$ cat config.mk
export PLATFORM = sky130hd
export DESIGN_NAME = activation_cache_mc
export DESIGN_NICKNAME = d
export VERILOG_FILES = /design/src/rtl/activation_cache_mc.sv
export SDC_FILE = /design/constraint.sdc
export NUM_CORES = 2
export LEC_CHECK = 0
export CAP_MARGIN = 0
export CORE_ASPECT_RATIO = 1.75
export CORE_MARGIN = 3
export CORE_UTILIZATION = 42
export CTS_CLUSTER_DIAMETER = 40
export DETAILED_ROUTE_END_ITERATION = 8
export GPL_TIMING_DRIVEN = 1
export HOLD_SLACK_MARGIN = 0.08
export PLACE_DENSITY = 0.56
export SLEW_MARGIN = 15
export SYNTH_ARGS = -nofsm -noshare
export SYNTH_HDL_FRONTEND = slang
export SYNTH_SLANG_ARGS = --single-unit
$ cat constraint.sdc
create_clock -name clk -period 7.6 [get_ports clk]
set_input_delay 1.14 -clock clk [delete_from_list [all_inputs] [get_ports clk]]
set_output_delay 1.14 -clock clk [all_outputs]
set_load 0.03 [all_outputs]
$ cat src/rtl/activation_cache_mc.sv
// Multi-channel dilated activation cache. Keeps a per-channel ring of past
// input vectors and, for each accepted vector, registers the K-tap causal
// window (spacing = runtime dilation) for every channel toward the conv MAC.
module activation_cache_mc #(
   parameter int unsigned W                = 16,
   parameter int unsigned C                = 4,
   parameter int unsigned K                = 4,
   parameter int unsigned MAX_DILATION     = 8,
   parameter int unsigned DEFAULT_DILATION = 4
) (
   input  logic                              clk,
   input  logic                              rst,
   input  logic                              flush,
   input  logic [$clog2(MAX_DILATION+1)-1:0] dil_cfg,
   input  logic                              in_valid,
   output logic                              in_ready,
   input  logic [C*W-1:0]                    in_data,
   output logic                              out_valid,
   input  logic                              out_ready,
   output logic [C*K*W-1:0]                  out_taps,
   output logic                              out_primed
);

   localparam int unsigned DW    = $clog2(MAX_DILATION+1);
   localparam int unsigned SPAN  = (K-1)*MAX_DILATION;
   localparam int unsigned AW    = $clog2(SPAN+1);
   localparam int unsigned DEPTH = 1 << AW;

   logic [C*W-1:0]   r_ring [DEPTH];
   logic [AW-1:0]    r_head;
   logic [AW-1:0]    r_fill;
   logic [DW-1:0]    r_dil;
   logic             r_out_valid;
   logic             r_out_primed;
   logic [C*K*W-1:0] r_out_taps;

   logic             w_accept;
   logic [DW-1:0]    w_dil_clamped;
   logic [AW-1:0]    w_span_d;
   logic [AW-1:0]    w_back;
   logic [C*K*W-1:0] w_taps;

   assign in_ready   = !flush && (!r_out_valid || out_ready);
   assign w_accept   = in_valid && in_ready;
   assign out_valid  = r_out_valid;
   assign out_primed = r_out_primed;
   assign out_taps   = r_out_taps;
   assign w_span_d   = AW'(K-1) * AW'(r_dil);

   // Clamp the requested dilation into 1..MAX_DILATION
   always_comb begin
      w_dil_clamped = dil_cfg;
      if (dil_cfg == '0) begin
         w_dil_clamped = DW'(1);
      end else if (dil_cfg > DW'(MAX_DILATION)) begin
         w_dil_clamped = DW'(MAX_DILATION);
      end
   end

   // Assemble the dilated window; taps reaching past recorded history read as zero
   always_comb begin
      w_taps = '0;
      w_back = '0;
      for (int k = 0; k < K; k++) begin
         w_back = AW'(K-1-k) * AW'(r_dil);
         if (k == K-1) begin
            w_taps[k*C*W +: C*W] = in_data;
         end else if (w_back <= r_fill) begin
            w_taps[k*C*W +: C*W] = r_ring[r_head - w_back];
         end
      end
   end

   // Ring storage: contents need no reset, fill-based masking hides stale entries
   always_ff @(posedge clk) begin
      if (w_accept) begin
         r_ring[r_head] <= in_data;
      end
   end

   // Control state and registered output window
   always_ff @(posedge clk or negedge rst) begin
      if (!rst) begin
         r_head       <= '0;
         r_fill       <= '0;
         r_dil        <= DW'(DEFAULT_DILATION);
         r_out_valid  <= 1'b0;
         r_out_primed <= 1'b0;
         r_out_taps   <= '0;
      end else if (flush) begin
         r_head       <= '0;
         r_fill       <= '0;
         r_dil        <= w_dil_clamped;
         r_out_valid  <= 1'b0;
         r_out_primed <= 1'b0;
      end else if (w_accept) begin
         r_out_taps   <= w_taps;
         r_head       <= r_head + AW'(1);
         if (r_fill != AW'(SPAN)) begin
            r_fill <= r_fill + AW'(1);
         end
         r_out_valid  <= 1'b1;
         r_out_primed <= (r_fill >= w_span_d);
      end else if (out_ready) begin
         r_out_valid  <= 1'b0;
      end
   end

endmodule

### Word-level counts from Yosys, hierarchy flattened

Memory sizes are Yosys's and may differ from the RTL's.
Index checks and enable logic that the tools add are counted.

| storage, ports and cells | value |
|---|---|
| memories | 1 |
| bits in writable memories | 2048 |
| latch bits | 0 |
| register bits after elaboration | 272 |
| logic and storage cells | 48 |
| ROM bits | 0 |

| cells by class | value |
|---|---|
| add/subtract/negate cells | 5 |
| divide/modulo/power cells | 0 |
| order comparisons | 5 |
| $mul | 1 |
| reduce and logical (&&, ||, !) cells | 11 |
| bitwise logic cells | 1 |
| equal/unequal tests | 1 |
| shifts and indexed selects | 0 |
| muxes and demuxes | 17 |

Memories:

| memory | words | bits a word | rd ports | clocked after Yosys merged registers in | wr ports | line | text |
|---|---|---|---|---|---|---|---|
| r_ring | 32 | 64 | 3 | 0 | 1 | 29 | `logic [C*W-1:0] r_ring [DEPTH];` |

Operator list:

| cell | number |
|---|---|
| two-way mux 64 bit | 3 |
| two-way mux 5 bit | 5 |
| adder 5 x 1 -> 5 bit (second input constant) | 2 |
| less-or-equal comparator 5 bit | 2 |
| subtractor 5 bit | 2 |
| two-way mux 4 bit | 2 |
| two-way mux 1 bit | 7 |
| >= comparator 5 bit | 1 |
| less-or-equal comparator 4 x 5 -> 1 bit | 1 |
| multiplier 2 x 4 -> 5 bit (first input constant) | 1 |
| != test 5 bit (second input constant) | 1 |
| subtractor 5 x 4 -> 5 bit | 1 |
| greater-than comparator 4 bit (second input constant) | 1 |
| logical NOT 4 bit | 1 |
| AND reduction 2 bit | 2 |
| nonzero test 2 bit | 2 |
| nonzero test 3 bit | 1 |
| logical AND 1 bit | 2 |
| logical NOT 1 bit | 2 |
| logical OR 1 bit | 1 |
| inverter 1 bit | 1 |

### Logic depth before layout (Yosys ltp)

| depth | value |
|---|---|
| depth in word-level cells | 6 |
| depth in mapped cells | 16 |
| mapped depth without buffers | 11 |

### Worst setup path after synthesis

OpenSTA, ideal clock, no wires.

| timing path | value |
|---|---|
| kind | input port to flip-flop |
| start point | input out_ready |
| end point | memory r_ring[28][0] in the netlist's numbering (enable) |
| required time | 7.113 ns |
| buffers on the path | 2 |
| path slack | 1.915 ns |
| stages on the path | 7 |
| data arrival time | 5.199 ns |
| cells stage by stage | nor2b_1 nor2_1 and2_1 clkbuf_1 clkbuf_1 nand2_1 nor2_1 |

| on the way | value |
|---|---|
| cells in the longest elaborated chain, start to end | 5 |

RTL lines:

| element | line | text |
|---|---|---|
| from (decl) | 19 | `input logic out_ready,` |
| logical OR 1 bit | 43 | `assign in_ready = !flush && (!r_out_valid \|\| out_ready);` |
| logical AND 1 bit | 43 |  |
| net in_ready | 16 | `output logic in_ready,` |
| logical AND 1 bit | 44 | `assign w_accept = in_valid && in_ready;` |
| two-way mux 1 bit | 76 | `if (w_accept) begin` |
| two-way mux 1 bit (implied by the code) | 77 | `r_ring[r_head] <= in_data;` |
| to (decl) | 29 |  |

The timed path passes the listed nets, and every way through them passes these cells.

### Worst setup path after layout

| timing path | value |
|---|---|
| start point | register r_head[0] |
| end point | register r_out_taps[148], in the netlist out_taps[148] |

| on the way | value |
|---|---|
| cells in the longest elaborated chain, start to end | 3 |

RTL lines:

| element | line | text |
|---|---|---|
| from (decl) | 30 | `logic [AW-1:0] r_head;` |
| from (signal assigned) | 98 | `r_head <= r_head + AW'(1);` |
| subtractor 5 x 4 -> 5 bit | 69 | `w_taps[k*C*W +: C*W] = r_ring[r_head - w_back];` |
| memory read (32 x 64 bit) | -- |  |
| two-way mux 64 bit | 68 | `end else if (w_back <= r_fill) begin` |
| to (signal assigned) | 97 | `r_out_taps <= w_taps;` |
| to (decl) | 35 | `logic [C*K*W-1:0] r_out_taps;` |

No other way between the ends.
A chain may end at the register's enable or synchronous reset.

==> flow_summary.ini <==
[setup_path]
path_cells = inv_1 > ha_4 > fa_4 > nor2b_1 > o21a_1 > o21ai_0 > nand4_1 > or2_4 > buf_4 > buf_4 > o21ai_1
slowest_stage = dfrtp_4
crit_type = reg2reg
crit_path_max_fanout = 48
end_kind = register
critPathArrivalTime_ps = 6070
start_kind = register
critPathMaxStageDelay_ps = 1150
cp-startpoint = r_head[0]
crit_end = out_taps[148]
regToRegStartpoint = r_head[0]
crit_required_ps = 8310
rrSetupSlack_ps = 2250
path_buf_inv = 3
reg2reg_to = out_taps[148]
crit_family = buffers and inverters
crit_top_cell = buf_4
cp.depth = 11
reg2reg_depth = 11

[placed_design]
gp_congestion = 0.8013
portBuffers = 331
placed_area_um2 = 128400
dp_hpwl_um = 241200

[cts]
cts.path.max_buffers = 4
cts_hold_buf = 0
clock_latency_ps = 890
cts_resized = 0
cts_buffers = 290
post_cts_buffers = 0
cts_max_level = 5
clock-root-buffer = clkbuf_16
cts_tree = built
clock-sinks = 2320
path_clk_slew_ps = 60

[timing]
hold_viol_final = 0
setup_tns_ps = 0
drv_slew = 0
period_needed_ps = 5354
skew_ps = 44.57
maxClockFrequency_mhz = 186.8
tightest_slew_ps = 1271
finalSetupViolations = 0
slew_headroom_pct = 15.07
grt_setup_unrepaired = false
period_share_pct = 70.45
fin_hold_ws_ps = 176.1

[hold_path]
hold_path_class = in2async

[finish]
nFillCells = 23290
stdcell_area_um2 = 138100
nNetsFinal = 6808
drive_gt1_share_pct = 35.14
area_growth_pct = 15.21
final_util_pct = 48.77

[logic_synthesis]
netlist_area_um2 = 119800
synth_edf_count = 2048
ys_seq_area_share_pct = 57.00
synth_cell_type_count = 46
syn_inst = 6440
syn_nets = 6547
ys_top_cells_by_area = edfxtp_1, mux4_2, dfrtp_1
async_flop_share_pct = 11.72
yosys_most_used_dff = edfxtp_1
yosysTopAreaCellShare_pct = 51.32
synth_seq_cells = 2320
yosys_warnings = 0
synth.avg_cell_area_um2 = 18.61
synth_area_leader_cell = edfxtp_1

[pwr]
power_density_nw_per_um2 = 309.9
combPwrFrac_pct = 31.6
pwr-share-clk_pct = 33.2
p_leak_uw = 0.04512
vdd_ir_drop_max_mv = 0.2733
power.share.sequential_pct = 35.1
switching_share_pct = 33.20
p_switching_uw = 14200
total_power_uw = 42780
power.internal_uw = 28580

[global_routing]
grt_max_degree = 142
overflow = 0
grt_usage_pct = 29.43
antenna_found_initial = 12
grt_pass1_wl_um = 605100
grt_pass1_vias = 77990

[route]
drt_iter0_drc = 8505
vias = 74530
route.detailed.drc = 0
vias_per_cell = 6.963
ant_nets = 0
drt-pass1-iter-count = 9
totalWireLength_um = 434600
wl_per_cell_um = 40.60

[floorplan]
start_util_pct = 42.33
rows = 258
die_area_um2 = 292000
die_x_um = 409.8
dieHeight_um = 712.6
ios = 332
coreArea_um2 = 283100

[status]
outcome = finished clean

[flow_run]
cap_violations = 0
routing by layer:
layer	wire length, um	vias up	track usage [%]
met5	13	-	0
met3	33010	1084	4.708
met1	155200	40840	36.17
met4	24970	2	14.14
li1	-	28430	-
met2	221400	4169	50.72
sequential cells by signal, indices dropped and copies added, names as in the netlist:
signal and cells:
out_valid 1, out_primed 1, r_head 5, out_taps 256, r_ring 2048, r_fill 5
r_dil 4
cells in the final DEF, fill, tap and decap left out, drive strengths merged, types with 4 or more instances in the layout:
master | synthesis | layout
xnor2 | 12 | 12
nand2 | 590 | 590
o21ai | 70 | 70
mux2i | 320 | 320
a32o | 65 | 65
mux2 | 66 | 66
clkdlybuf4s50 | 0 | 309
or3 | 4 | 4
a22oi | 64 | 64
a21oi | 135 | 135
and3 | 5 | 5
xor2 | 4 | 4
ha | 30 | 30
nor2 | 49 | 49
nand3 | 4 | 4
buf | 257 | 249
nor2b | 135 | 135
mux4 | 1600 | 1600
fa | 4 | 4
a32oi | 126 | 126
clkbuf | 332 | 345
a211oi | 128 | 128
bufinv | 0 | 25
a21o | 8 | 8
dfrtp | 271 | 271
nand4 | 4 | 4
inv | 18 | 78
edfxtp | 2048 | 2048
clkinv | 0 | 73
a222oi | 64 | 64
clkinvlp | 0 | 18
synthesized netlist by cell type (all sizes together) (5+ instances only):
cell type / count
o21ai: 70
a32oi: 126
a211oi: 128
nand2: 590
mux4: 1600
nor2b: 135
edfxtp: 2048
mux2i: 320
ha: 30
clkbuf: 332
xnor2: 12
nor2: 49
a222oi: 64
dfrtp: 271
a22oi: 64
buf: 257
a32o: 65
mux2: 66
a21oi: 135
and3: 5
inv: 18
a21o: 8
worst min path at each step:
stage / startpoint / end / cells after the start
floorplan: r_fill[0] / r_fill[0] / 2
global placement: out_taps[71] / out_taps[71] / 2
detailed placement: out_taps[114] / out_taps[114] / 2
CTS: rst / out_taps[8] / 1
global route: rst / out_taps[136] / 1
finish: rst / out_taps[8] / 1
kinds of logic (layout without fill, tap and decap cells):
kind of cell	count (synthesis)	count (layout)	share of synthesized area, %
other	0	3	0
AO/OA/AOI/OAI	672	672	4.179
multiplexers	1986	1986	33.36
buffers and inverters	607	1097	2.083
flip-flops	2320	2320	57.00
XOR/XNOR	16	16	0.1232
AND/OR/NAND/NOR	803	803	2.858
adder cells (fa/ha/maj)	36	36	0.3967
power by group through the flow:
| stage | Clock, uW | Combinational, uW | Sequential, uW |
|---|---|---|---|
| 2_1_floorplan | 0 | 8310 | 15600 |
| 4_1_cts | 14400 | 13700 | 15000 |
| 3_5_place_dp | 0 | 13600 | 15300 |
| 5_1_grt | 14900 | 14200 | 15100 |
| 6_report | 14200 | 13500 | 15000 |
| 3_3_place_gp | 0 | 13600 | 15300 |
through the flow:
stage / instances / setup slack [ps]
after floorplan: 6440 / 1915
after global placement: 10180 / 2029
after detailed placement: 10180 / 2130
after CTS: 10700 / 2189
after global routing: 10700 / 1819
final: 10700 / 2246
cell type report:
cell class,instances,area [um2],share of cell area (%)
diodes,3,7.507,0.005438
clock buffers,345,7721,5.593
well taps,3770,4717,3.417
repair buffers,558,5801,4.201
clock inverters,176,1991,1.442
inverters,18,67.56,0.04894
flip-flops and latches,2320,68310,49.48
multi-input cells,3513,49450,35.82
worst register-to-register path: cells and delay by family, from the launching register on:
kind / cells / cell delay [ps]
flip-flops: 1 / 1150
adder cells (fa/ha/maj): 2 / 750
buffers and inverters: 3 / 1850
AND/OR/NAND/NOR: 3 / 940
AO/OA/AOI/OAI: 3 / 490
Note: power is estimated with default switching activity, not from simulation.
